<file path="src/rtl/l2_arbiter.sv">
// l2_arbiter: shares the single L2 request port between icache and dcache.
// Round-robin on ties; a granted cache keeps the port until it drops its request.
module l2_arbiter #(
  parameter int XLEN = 32
) (
  input  logic            clk,
  input  logic            reset,
  input  logic [XLEN-1:0] ic_l2_req_address,
  input  logic            ic_l2_req_type,
  input  logic            ic_l2_req_valid,
  input  logic [XLEN-1:0] ic_l2_word_to_store,
  output logic [XLEN-1:0] ic_l2_fetched_word,
  output logic            ic_l2_fetched_word_valid,
  output logic            ic_l2_grant,
  input  logic [XLEN-1:0] dc_l2_req_address,
  input  logic            dc_l2_req_type,
  input  logic            dc_l2_req_valid,
  input  logic [XLEN-1:0] dc_l2_word_to_store,
  output logic [XLEN-1:0] dc_l2_fetched_word,
  output logic            dc_l2_fetched_word_valid,
  output logic            dc_l2_grant,
  output logic [XLEN-1:0] l2_req_address,
  output logic            l2_req_type,
  output logic            l2_req_valid,
  output logic [XLEN-1:0] l2_word_to_store,
  input  logic [XLEN-1:0] l2_fetched_word,
  input  logic            l2_fetched_word_valid
);

  typedef enum logic [1:0] {
    IDLE     = 2'd0,
    GRANT_IC = 2'd1,
    GRANT_DC = 2'd2
  } state_e;

  localparam logic RR_IC   = 1'b0;
  localparam logic RR_DC   = 1'b1;
  localparam logic OP_LOAD = 1'b0;

  state_e state_r;
  state_e state_s;
  logic   rr_last_r;

  // State register and last-granted pointer; reset leaves ic as last so dc wins the first tie
  always_ff @(posedge clk or posedge reset) begin
    if (reset) begin
      state_r   <= IDLE;
      rr_last_r <= RR_IC;
    end else begin
      state_r <= state_s;
      if (state_s == GRANT_IC) begin
        rr_last_r <= RR_IC;
      end else if (state_s == GRANT_DC) begin
        rr_last_r <= RR_DC;
      end else begin
        rr_last_r <= rr_last_r;
      end
    end
  end

  // Next-state: arbitrate only from IDLE, so every release costs one bubble cycle
  always_comb begin
    state_s = state_r;
    case (state_r)
      IDLE: begin
        if (ic_l2_req_valid && dc_l2_req_valid) begin
          state_s = (rr_last_r == RR_IC) ? GRANT_DC : GRANT_IC;
        end else if (ic_l2_req_valid) begin
          state_s = GRANT_IC;
        end else if (dc_l2_req_valid) begin
          state_s = GRANT_DC;
        end else begin
          state_s = IDLE;
        end
      end
      GRANT_IC: begin
        if (!ic_l2_req_valid) begin
          state_s = IDLE;
        end else begin
          state_s = GRANT_IC;
        end
      end
      GRANT_DC: begin
        if (!dc_l2_req_valid) begin
          state_s = IDLE;
        end else begin
          state_s = GRANT_DC;
        end
      end
      default: state_s = IDLE;
    endcase
  end

  // Output mux; reset forces IDLE asynchronously, which also blanks every output
  always_comb begin
    l2_req_address           = {XLEN{1'b0}};
    l2_req_type              = OP_LOAD;
    l2_req_valid             = 1'b0;
    l2_word_to_store         = {XLEN{1'b0}};
    ic_l2_grant              = 1'b0;
    dc_l2_grant              = 1'b0;
    ic_l2_fetched_word_valid = 1'b0;
    dc_l2_fetched_word_valid = 1'b0;
    case (state_r)
      GRANT_IC: begin
        l2_req_address           = ic_l2_req_address;
        l2_req_type              = ic_l2_req_type;
        l2_req_valid             = ic_l2_req_valid;
        l2_word_to_store         = ic_l2_word_to_store;
        ic_l2_grant              = 1'b1;
        ic_l2_fetched_word_valid = l2_fetched_word_valid;
      end
      GRANT_DC: begin
        l2_req_address           = dc_l2_req_address;
        l2_req_type              = dc_l2_req_type;
        l2_req_valid             = dc_l2_req_valid;
        l2_word_to_store         = dc_l2_word_to_store;
        dc_l2_grant              = 1'b1;
        dc_l2_fetched_word_valid = l2_fetched_word_valid;
      end
      default: begin
        l2_req_valid = 1'b0;
      end
    endcase
  end

  assign ic_l2_fetched_word = l2_fetched_word;
  assign dc_l2_fetched_word = l2_fetched_word;

endmodule

</file>
<file path="config.mk">
export PLATFORM = sky130hd
export DESIGN_NAME = l2_arbiter
export DESIGN_NICKNAME = d
export VERILOG_FILES = /design/src/rtl/l2_arbiter.sv
export SDC_FILE = /design/constraint.sdc
export NUM_CORES = 1
export LEC_CHECK = 0
export CAP_MARGIN = 25
export CORE_AREA = 2 2 117 119
export CTS_CLUSTER_DIAMETER = 100
export DETAILED_ROUTE_END_ITERATION = 8
export DIE_AREA = 0 0 119 121
export PLACE_DENSITY = 0.58
export RECOVER_POWER = 25
export SYNTH_ARGS = -nofsm -noshare
export SYNTH_HDL_FRONTEND = slang
export SYNTH_SLANG_ARGS = --single-unit
</file>
<file path="constraint.sdc">
create_clock -name clk -period 5.6 [get_ports clk]
set_input_delay 0.56 -clock clk [delete_from_list [all_inputs] [get_ports clk]]
set_output_delay 0.56 -clock clk [all_outputs]
set_load 0.02 [all_outputs]
</file>
==> impl_results.md <==
* DIE AREA at 0.0144 mm2
* Die H at 121 um
* Initial Util at 0.134
* Buffer levels on the longest clock path at 2
* Max FO, Critical Path at 70
* Final WL at a little under 8000 um
* Yosys reg bits at 3
* Sequential share of the synthesized area at 0.0429
* Layout area overhead at 100%
* HP Class: reg2reg
* Gate power share at 0.898
* P_leak at roughly 1.1 nW
* Switch share at 0.479
* Gp weighted congestion at slightly above 0.8
* Drt first pass iters at 4
* Max-cap violation count at 0
* Worst setup path category: reg2out
* Top post-synthesis cells by area: a22oi_1, buf_4, nor2b_1
* Unrepaired setup endpoints after global routing: no
* Post-DRT Antenna Nets at 0
* H-tree depth at 1
* Fin util at 0.267
* Yosys Warn Count at 0
* Sw power at 0.737 mW
* Post-CTS sizing at 0
* Outcome: complete, no violations
* Mean Syn Cell Area at a little over 7 um2
* Num rows at 42
* Initial drt markers at 100
* P_int at about 0.8 mW
* Final setup viols at 0
* Final Power at 1.54 mW
* Total global-route track usage at 0.101
* Ant. Diodes at 0
* Final TNS setup at 0 ns
* GR Overflow Total at 0
* Port Buffers at between 200 and 250
* Synthesized area at approximately 0.0017 mm2
* Nets at roughly 540
* Overall die width at 119 um
* First-pass GRT wire length at 11700 um
* Vias in the first global route at 2348
* Largest net degree at the start of global routing at 71
* Layout cells sized above 1 at 0.0247
* CTS tree: built
* Detailed placer's ending HPWL at approximately 6100 um
* Post-synth top area cell: a22oi_1
* Final Skew at between 0.002 and 0.003 ns
* Via count at around 2200
* I/O Pins at roughly 300
* Worst Tran Pin Value at about 0.73 ns
* Post-Layout Cell Count at about 540
* Drc violations at 0
* Clock Latency Late Sink at around 0.22 ns
* Final hold vios at 0
* Clock Power Share at 0.074
* Hold buffers post-CTS at 0
* Slew HR at 0.510
* Pwr dens at ~440 mW/mm2
* DR vias/cell at around 4
* Inst Count DP at between 500 and 600
* Fin. max-slew vios at 0
* Maximum vdd drop at between 0.2 and 0.25 mV
* Crit end category: output pin
* Minimum clock period at ~3.0 ns
* Arr. time, crit path at ~2.5 ns
* Worst path required time at between 5 and 6 ns
* CTS buffer count at 3
* Yosys top cell area share at 0.283
* Core area at 0.0131 mm2
* Final Cycle Share at 0.540
* Postcts setup bufs at 0
* Worst-case hold slack at just over 0.5 ns
* Flop pwr share at 0.027
* Clock sink total at 3
* Antenna violations before repair at 0
* Routed len/inst at roughly 14 um
* F_max at between 300 and 400 MHz
* Clk slew on worst S/H paths at 0.03 ns
* Post-Syn Instances at about 240
* Crit path launch type: register
* Post-synth net total at ~410
* Synth unique cells at 19
* Root Buffer Master: clkbuf_16
critical path, stage by stage (launching register included):
cell	delay [ns]
dfrtp_1	0.39
inv_1	0.09
ha_2	0.16
buf_4	0.57
a22oi_1	0.20
nor2b_1	0.16
clkdlybuf4s50_1	0.63
worst paths after layout:
path | from | to | slack (ns) | cells past startpoint
worst max-delay path | state_r[1]$_DFF_PP0_ | l2_word_to_store[30] | 2.57 | 6
worst min-delay path | rr_last_r$_DFFE_PP0P_ | rr_last_r$_DFFE_PP0P_ | 0.51 | 2
worst max register to register | state_r[1]$_DFF_PP0_ | rr_last_r$_DFFE_PP0P_ | 3.36 | 8
worst min register to register | rr_last_r$_DFFE_PP0P_ | rr_last_r$_DFFE_PP0P_ | 0.51 | 2
max in group asynchronous | reset | state_r[0]$_DFF_PP0_ | 4.80 | 2
min in group asynchronous | reset | rr_last_r$_DFFE_PP0P_ | 0.66 | 2
sequential cells by signal (all words and copies together) (netlist names):
signal / count
state_r: 2
rr_last_r: 1
kinds of logic (layout without fill, tap and decap cells):
family	Yosys count	count (layout)	synth area share
buffers and inverters	90	214	0.359
AOI/OAI and AO/OA	70	70	0.298
DFF	3	3	0.0429
and+or+nand+nor	73	73	0.264
adders and majority gates	5	5	0.0358
cell usage after synthesis:
cell type and instances:
nor2b_1 67, a22oi_1 66, buf_4 66, buf_2 9, clkbuf_1 8, ha_1 5
dfrtp_1 3, inv_1 3, and2_1 2, buf_8 2, o21ai_0 2, a21boi_0 1
buf_6 1, clkbuf_2 1, nand2_1 1, nor2_1 1, nor3b_1 1, nor4b_2 1
o21a_1 1
power by group through the flow:
stage,Sequential (mW),Clock [mW],Combinational [mW]
2_1_floorplan,0.0401,0,0.945
3_3_place_gp,0.0414,0,1.37
3_5_place_dp,0.0426,0,1.39
4_1_cts,0.0423,0.115,1.40
5_1_grt,0.0443,0.117,1.50
6_report,0.0421,0.114,1.38
routing by layer:
layer / part of all wire / GRT usage
met5: 0 / 0
met4: 0.056 / 0.0692
met3: 0.11 / 0.0385
met2: 0.50 / 0.184
met1: 0.33 / 0.0919
layout by cell type (no fill, tap or decap), drive strengths merged:
cell type	count
o21a	1
clkdlybuf4s50	203
a22oi	66
ha	5
and2	2
nor4b	1
nand2	1
nor2b	67
dlygate4sd3	1
nor3b	1
buf	3
clkbuf	4
nor2	1
a21boi	1
dfrtp	3
o21ai	2
inv	3
final cells by class:
class | instances | area, um2
multi-input combinational | 148 | 1050
fill | 1411 | 9590
inverter | 3 | 11.3
clock buffer | 4 | 78.8
tap | 176 | 220
timing repair buffer | 207 | 2060
sequential | 3 | 75.1
per-stage QoR:
step | setup WS [ns] | cell area (um2)
2_1_floorplan | 3.44 | 1750
3_3_place_gp | 2.83 | 3420
3_5_place_dp | 2.79 | 3420
4_1_cts | 2.56 | 3500
5_1_grt | 2.40 | 3500
6_report | 2.57 | 3500
No activity file was read; power rests on OpenSTA's default activity.
